**src/rtl/lsu_wb_queue_if.sv**
```systemverilog
// Bus bundle between EX, the load/store writeback queue and the register-file write port.
// Signal names are written from the queue's point of view.
interface lsu_wb_queue_if #(
  parameter int CNT_W = 2
);
  logic             push_i;
  logic             push_we_i;
  logic [4:0]       push_waddr_i;
  logic [1:0]       push_type_i;
  logic             push_sign_ext_i;
  logic [1:0]       push_offset_i;
  logic             push_ready_o;
  logic             flush_i;
  logic             rvalid_i;
  logic [31:0]      rdata_i;
  logic             wb_we_o;
  logic [4:0]       wb_waddr_o;
  logic [31:0]      wb_wdata_o;
  logic [CNT_W-1:0] count_o;
  logic             busy_o;
  logic             resp_err_o;

  modport master (
    output push_i, push_we_i, push_waddr_i, push_type_i, push_sign_ext_i, push_offset_i,
    output flush_i, rvalid_i, rdata_i,
    input  push_ready_o, wb_we_o, wb_waddr_o, wb_wdata_o, count_o, busy_o, resp_err_o
  );

  modport slave (
    input  push_i, push_we_i, push_waddr_i, push_type_i, push_sign_ext_i, push_offset_i,
    input  flush_i, rvalid_i, rdata_i,
    output push_ready_o, wb_we_o, wb_waddr_o, wb_wdata_o, count_o, busy_o, resp_err_o
  );
endinterface

```
**src/rtl/lsu_wb_queue.sv**
```systemverilog
// In-order queue of outstanding data-memory requests; aligns/extends load data for writeback.
// Optional macro LSU_WB_BYPASS_EN: writeback and resp_err_o become combinational (latency 0).
module lsu_wb_queue #(
  parameter int DEPTH = 2,
  parameter int CNT_W = $clog2(DEPTH + 1)
) (
  input logic          clk,
  input logic          rst_n,
  lsu_wb_queue_if.slave bus
);

  localparam int PW = (DEPTH > 1) ? $clog2(DEPTH) : 1;
  localparam logic [CNT_W-1:0] DEPTH_C = CNT_W'(DEPTH);
  localparam logic [PW-1:0]    LAST_C  = PW'(DEPTH - 1);

  typedef struct packed {
    logic       we;
    logic [4:0] waddr;
    logic [1:0] typ;
    logic       sext;
    logic [1:0] off;
  } entry_t;

  entry_t           ent_q [DEPTH];
  logic [DEPTH-1:0] kill_q, kill_d;
  logic [PW-1:0]    wr_ptr_q, wr_ptr_d, rd_ptr_q, rd_ptr_d;
  logic [CNT_W-1:0] count_q, count_d;
  logic [4:0]       wb_waddr_q;
  logic [31:0]      wb_wdata_q, load_data;
  logic             push_ok, pop, err, head_kill, wr_en;
  entry_t           head, new_ent;

  function automatic logic [31:0] align_load(input logic [31:0] data, input logic [1:0] typ,
                                             input logic sext, input logic [1:0] off);
    logic [63:0]        dbl;
    logic [31:0]        rot;
    logic signed [15:0] h;
    logic signed [7:0]  b;
    dbl = {data, data} >> {off, 3'b000};
    rot = dbl[31:0];
    h   = rot[15:0];
    b   = rot[7:0];
    if (typ == 2'b00)
      return rot;
    else if (typ == 2'b01)
      return {{16{sext & h[15]}}, h};
    else
      return {{24{sext & b[7]}}, b};
  endfunction

  always_comb begin
    head      = ent_q[rd_ptr_q];
    push_ok   = bus.push_i & (count_q < DEPTH_C);
    pop       = bus.rvalid_i & (count_q != '0);
    err       = bus.rvalid_i & (count_q == '0);
    // A flush in the pop cycle kills the head too
    head_kill = kill_q[rd_ptr_q] | bus.flush_i;
    wr_en     = pop & head.we & ~head_kill;
    load_data = align_load(bus.rdata_i, head.typ, head.sext, head.off);

    new_ent.we    = bus.push_we_i;
    new_ent.waddr = bus.push_waddr_i;
    new_ent.typ   = bus.push_type_i;
    new_ent.sext  = bus.push_sign_ext_i;
    new_ent.off   = bus.push_offset_i;

    kill_d = bus.flush_i ? '1 : kill_q;
    if (push_ok)
      kill_d[wr_ptr_q] = 1'b0;

    wr_ptr_d = wr_ptr_q;
    if (push_ok)
      wr_ptr_d = (wr_ptr_q == LAST_C) ? '0 : wr_ptr_q + 1'b1;
    rd_ptr_d = rd_ptr_q;
    if (pop)
      rd_ptr_d = (rd_ptr_q == LAST_C) ? '0 : rd_ptr_q + 1'b1;

    unique case ({push_ok, pop})
      2'b10:   count_d = count_q + 1'b1;
      2'b01:   count_d = count_q - 1'b1;
      default: count_d = count_q;
    endcase
  end

  // Entry payload needs no reset: kill bits and count gate every use
  always_ff @(posedge clk) begin
    if (push_ok)
      ent_q[wr_ptr_q] <= new_ent;
  end

  always_ff @(posedge clk or negedge rst_n) begin
    if (!rst_n) begin
      wr_ptr_q   <= '0;
      rd_ptr_q   <= '0;
      count_q    <= '0;
      kill_q     <= '0;
      wb_waddr_q <= '0;
      wb_wdata_q <= '0;
    end else begin
      wr_ptr_q <= wr_ptr_d;
      rd_ptr_q <= rd_ptr_d;
      count_q  <= count_d;
      kill_q   <= kill_d;
      if (wr_en) begin
        wb_waddr_q <= head.waddr;
        wb_wdata_q <= load_data;
      end
    end
  end

`ifdef LSU_WB_BYPASS_EN
  // Same-cycle writeback; the _q registers only supply the held value
  assign bus.wb_we_o    = wr_en;
  assign bus.wb_waddr_o = wr_en ? head.waddr : wb_waddr_q;
  assign bus.wb_wdata_o = wr_en ? load_data : wb_wdata_q;
  assign bus.resp_err_o = err;
`else
  logic wb_we_q, resp_err_q;

  always_ff @(posedge clk or negedge rst_n) begin
    if (!rst_n) begin
      wb_we_q    <= 1'b0;
      resp_err_q <= 1'b0;
    end else begin
      wb_we_q    <= wr_en;
      resp_err_q <= err;
    end
  end

  assign bus.wb_we_o    = wb_we_q;
  assign bus.wb_waddr_o = wb_waddr_q;
  assign bus.wb_wdata_o = wb_wdata_q;
  assign bus.resp_err_o = resp_err_q;
`endif

  assign bus.count_o      = count_q;
  assign bus.busy_o       = (count_q != '0);
  assign bus.push_ready_o = (count_q < DEPTH_C);

endmodule

```
**src/flat_wrapper.sv**
```systemverilog
// flat-port wrapper written by rule: the top's interface ports become plain ports
module lsu_wb_queue_flat 
#(
  parameter int DEPTH = 2,
  parameter int CNT_W = $clog2(DEPTH + 1)
)
  (clk, rst_n, bus_push_i, bus_push_we_i, bus_push_waddr_i, bus_push_type_i, bus_push_sign_ext_i, bus_push_offset_i, bus_flush_i, bus_rvalid_i, bus_rdata_i, bus_push_ready_o, bus_wb_we_o, bus_wb_waddr_o, bus_wb_wdata_o, bus_count_o, bus_busy_o, bus_resp_err_o);
  lsu_wb_queue_if #(.CNT_W(CNT_W)) bus_i ();
  input logic clk;
  input logic rst_n;
  input wire logic [$bits(bus_i.push_i)-1:0] bus_push_i;
  input wire logic [$bits(bus_i.push_we_i)-1:0] bus_push_we_i;
  input wire logic [$bits(bus_i.push_waddr_i)-1:0] bus_push_waddr_i;
  input wire logic [$bits(bus_i.push_type_i)-1:0] bus_push_type_i;
  input wire logic [$bits(bus_i.push_sign_ext_i)-1:0] bus_push_sign_ext_i;
  input wire logic [$bits(bus_i.push_offset_i)-1:0] bus_push_offset_i;
  input wire logic [$bits(bus_i.flush_i)-1:0] bus_flush_i;
  input wire logic [$bits(bus_i.rvalid_i)-1:0] bus_rvalid_i;
  input wire logic [$bits(bus_i.rdata_i)-1:0] bus_rdata_i;
  output wire logic [$bits(bus_i.push_ready_o)-1:0] bus_push_ready_o;
  output wire logic [$bits(bus_i.wb_we_o)-1:0] bus_wb_we_o;
  output wire logic [$bits(bus_i.wb_waddr_o)-1:0] bus_wb_waddr_o;
  output wire logic [$bits(bus_i.wb_wdata_o)-1:0] bus_wb_wdata_o;
  output wire logic [$bits(bus_i.count_o)-1:0] bus_count_o;
  output wire logic [$bits(bus_i.busy_o)-1:0] bus_busy_o;
  output wire logic [$bits(bus_i.resp_err_o)-1:0] bus_resp_err_o;
  assign bus_i.push_i = bus_push_i;
  assign bus_i.push_we_i = bus_push_we_i;
  assign bus_i.push_waddr_i = bus_push_waddr_i;
  assign bus_i.push_type_i = bus_push_type_i;
  assign bus_i.push_sign_ext_i = bus_push_sign_ext_i;
  assign bus_i.push_offset_i = bus_push_offset_i;
  assign bus_i.flush_i = bus_flush_i;
  assign bus_i.rvalid_i = bus_rvalid_i;
  assign bus_i.rdata_i = bus_rdata_i;
  assign bus_push_ready_o = bus_i.push_ready_o;
  assign bus_wb_we_o = bus_i.wb_we_o;
  assign bus_wb_waddr_o = bus_i.wb_waddr_o;
  assign bus_wb_wdata_o = bus_i.wb_wdata_o;
  assign bus_count_o = bus_i.count_o;
  assign bus_busy_o = bus_i.busy_o;
  assign bus_resp_err_o = bus_i.resp_err_o;
  lsu_wb_queue #(.DEPTH(DEPTH), .CNT_W(CNT_W)) u_core (.clk(clk), .rst_n(rst_n), .bus(bus_i));
endmodule
```
**config.mk**
```make
export PLATFORM = sky130hd
export DESIGN_NAME = lsu_wb_queue_flat
export DESIGN_NICKNAME = d
export VERILOG_FILES = /design/src/rtl/lsu_wb_queue_if.sv /design/src/rtl/lsu_wb_queue.sv /design/src/flat_wrapper.sv
export SDC_FILE = /design/constraint.sdc
export NUM_CORES = 1
export LEC_CHECK = 0
export ABC_AREA = 1
export CAP_MARGIN = 20
export CORE_ASPECT_RATIO = 0.6
export CORE_MARGIN = 4
export CORE_UTILIZATION = 35
export DETAILED_ROUTE_END_ITERATION = 7
export PLACE_DENSITY = 0.58
export SLEW_MARGIN = 20
export SYNTH_ARGS = -nofsm -noshare
export SYNTH_HDL_FRONTEND = slang
export SYNTH_SLANG_ARGS = --single-unit
```
**constraint.sdc**
```tcl
create_clock -name clk -period 1.7 [get_ports clk]
set_input_delay 0.255 -clock clk [delete_from_list [all_inputs] [get_ports clk]]
set_output_delay 0.255 -clock clk [all_outputs]
set_load 0.01 [all_outputs]
```
==> summary.md <==
| Metric | Value |
|---|---|
| P_leak | 0.00243 uW |
| Final instance area | 5650 um^2 |
| Number of global-route vias before repair | 3467 |
| Worst Setup Path Type | reg -> reg |
| Final wirelength | 11.9 mm |
| Most frequent cell after synthesis | nand2_1 |
| MaxCap Viol Count | 0 |
| Fmax | 0.587 GHz |
| Antenna Cells | 0 |
| Total negative slack | -0.00320 ns |
| Critical path fanouts, max | 8 |
| Unique cell type count in the Yosys netlist | 30 |
| Non-filler cells, final | 717 |
| Worst r2r src | u_core.rd_ptr_q |
| RSZ-0062 raised after global routing | true |
| Post-route ant nets | 0 |
| Register bit total from synthesis | 67 |
| Final worst setup slack | -0.00320 ns |
| # clock sinks | 67 |
| Dominant cell type by area after synthesis | dfrtp_1 |
| Final net count | 626 |
| Clock latency on the worst-skew pair | 0.34 ns |
| GRT Residual Overflow | 0 |
| Drt wl/cell | 16.6 um |
| Syn. warnings | 0 |
| Largest net degree at the start of global routing | 29 |
| Post-synth EDFFs | 22 |
| Finished Core Util | 56.2% |
| Yosys top cell area share | 30.6% |
| Synth Area per Inst | 8.10 um^2 |
| Root Buffer | clkbuf_16 |
| Total CTS buffers | 9 |
| # fillers | 890 |
| Area Overhead vs Synth | 53.6% |
| Flop-to-flop setup slack | -0.003 ns |
| Drt initial violations | 376 |
| Fin crit period | 1.70 ns |
| Crit. End Element | register |
| Relative slew slack | 69.0% |
| Placed cells | 682 |
| TritonCTS clock tree | done |
| Min Hold Slack | 0.400 ns |
| Post-Syn Nets | 503 |
| Detail Placement HPWL | 7.82 mm |
| Pwr/cell area | 1840 nW/um^2 |
| IO Pins | 91 |
| Data required, critical path | 1.97 ns |
| Instance count of the mapped netlist | 454 |
| RR Endpoint | u_core.bus.wb_wdata_o[20] |
| FP Rows | 28 |
| Residual DRC | 0 |
| Main flop type after synthesis | dfrtp_1 |
| Peak VDD IR | 755 uV |
| Clock skew | 0.00705 ns |
| Core box area | 10100 um^2 |
| Clock transition at path regs | 0.06 ns |
| Gr usage total | 19.0% |
| Slew @ Worst Pin | 0.465 ns |
| Initial antenna violation count | 0 |
| First-pass GRT wire length | 17.9 mm |
| Routability cong. | 0.872 |
| DRT Pass-1 Iters | 5 |
| Mapped Area | 3680 um^2 |
| Dpl cell area | 4780 um^2 |
| FFs w/ async S/R, synth | 67.2% |
| H-tree depth | 3 |
| Failing checks | negative setup slack |
| Final setup viols | 1 |
| Die W | 140 um |
| Fin crit share | 100% |
| Die Footprint | 12300 um^2 |
| Initial Utilization | 36.6% |
| Worst Setup Start Kind | register |
| Seq/Total Area, Yosys | 48.6% |
| Worst min-delay path class | in -> async |
| CTS max path bufs | 2 |
| Max-slew violation count | 0 |
| Reg2reg path depth | 10 |
| Port Buf Inserts | 90 |
| Vias | 3628 |
| Chip height | 87.4 um |
| Vias per inst | 5.06 |
| Layout cells sized above 1 | 24.9% |
| Status | finished, violations left |
| Synth cell count leaders | nand2_1 (144), nand3_1 (91), nor2_1 (60) |
| WP data arrival | 1.98 ns |
| Final Hold Viols | 0 |
| Synth top area cells | dfrtp_1 (31%), edfxtp_1 (18%), nand2_1 (15%) |
==> registers in the layout, summed over array words and instances, names as in the netlist <==
| signal | cells |
|---|---|
| u_core.ent_q | 22 |
| u_core.kill_q | 2 |
| u_core.rd_ptr_q | 1 |
| u_core.bus.wb_we_o | 1 |
| u_core.bus.resp_err_o | 1 |
| u_core.wr_ptr_q | 1 |
| u_core.bus.wb_waddr_o | 5 |
| u_core.bus.wb_wdata_o | 32 |
| u_core.bus.count_o | 2 |
==> metrics by stage <==
stage | total power (uW) | setup slack, ns
finish | 10400 | -0.00320
global route | 11100 | -0.109
CTS | 9720 | 0.0132
detailed placement | 7380 | -0.0825
global placement | 7320 | -0.0873
floorplan | 5520 | 0.0490
==> timing repair <==
item	4_1_cts	5_1_grt
pin swaps	3	15
endpoints found under the setup margin	33	35
buffers inserted	9	4
hold endpoints to repair	17	0
cloned	3	2
resized for setup	12	71
hold buffers	1	0
==> layout by cell type (no fill, tap or decap), types with 2 or more instances in the layout <==
master,instances
nand2_1,126
clkdlybuf4s50_1,88
nand3_1,78
nor2_1,47
dfrtp_1,45
buf_4,28
nand2_2,23
edfxtp_1,22
nor2_2,19
inv_1,13
nand3_2,13
clkbuf_16,10
nor2_4,6
nand2_4,6
a31oi_1,6
buf_12,6
buf_6,5
nand2_8,4
inv_4,3
xor2_1,3
buf_16,3
inv_2,2
o22ai_1,2
nand3_4,2
inv_6,2
bufinv_16,2
buf_8,2
==> worst max-delay path, cell delays in order (launching register included) <==
cell and delay (ns):
dfrtp_1 0.39, buf_12 0.16, buf_12 0.13, o21ai_4 0.20, inv_4 0.07, nor2_4 0.20
buf_12 0.17, nand3_2 0.10, nand2_2 0.10, nor2_4 0.03, nor2_1 0.08
==> final cells by class <==
cell class                 count  area [um^2]  area share (%)
clock buffer                   9          225            3.99
clock inverter                 7         98.8            1.75
inverter                      19         91.3            1.62
multi-input combinational    344         1840            32.6
sequential                    67         1790            31.6
tap                          135          169            2.99
timing repair buffer         136         1430            25.4
==> where the power goes <==
group	switching [uW]	internal [uW]	total [uW]
combinational	3080	2610	5690
sequential	365	2280	2640
clock	755	1290	2050
==> how the worst max path moves through the flow <==
stage / startpoint / end / cells past startpoint
2_1_floorplan: u_core.bus.count_o[1] / u_core.ent_q[1][0] / 3
3_3_place_gp: u_core.rd_ptr_q / u_core.bus.wb_wdata_o[17] / 11
3_5_place_dp: bus_rvalid_i / u_core.bus.wb_wdata_o[24] / 9
4_1_cts: u_core.rd_ptr_q / u_core.bus.wb_wdata_o[20] / 10
5_1_grt: u_core.rd_ptr_q / u_core.bus.wb_wdata_o[16] / 10
6_report: u_core.rd_ptr_q / u_core.bus.wb_wdata_o[20] / 10
==> layer usage <==
layer	share of wire (%)	vias to the layer above	global-route usage, %	wire (um)
li1	-	1731	-	-
met1	48	1690	27.6	5660
met5	0	-	0	0
met4	1.8	0	5.63	218
met3	8.2	26	5.38	979
met2	42	181	27.5	5020
==> cell families after synthesis <==
logic type,Yosys count,share of synthesized area [%]
and+or+nand+nor,324,39.0
DFF,67,48.6
buffers and inverters,44,8.34
AOI/OAI and AO/OA,14,2.72
xor gates and xnor gates,4,0.953
adders and majority gates,1,0.340
(Power assumes the default switching activity.)
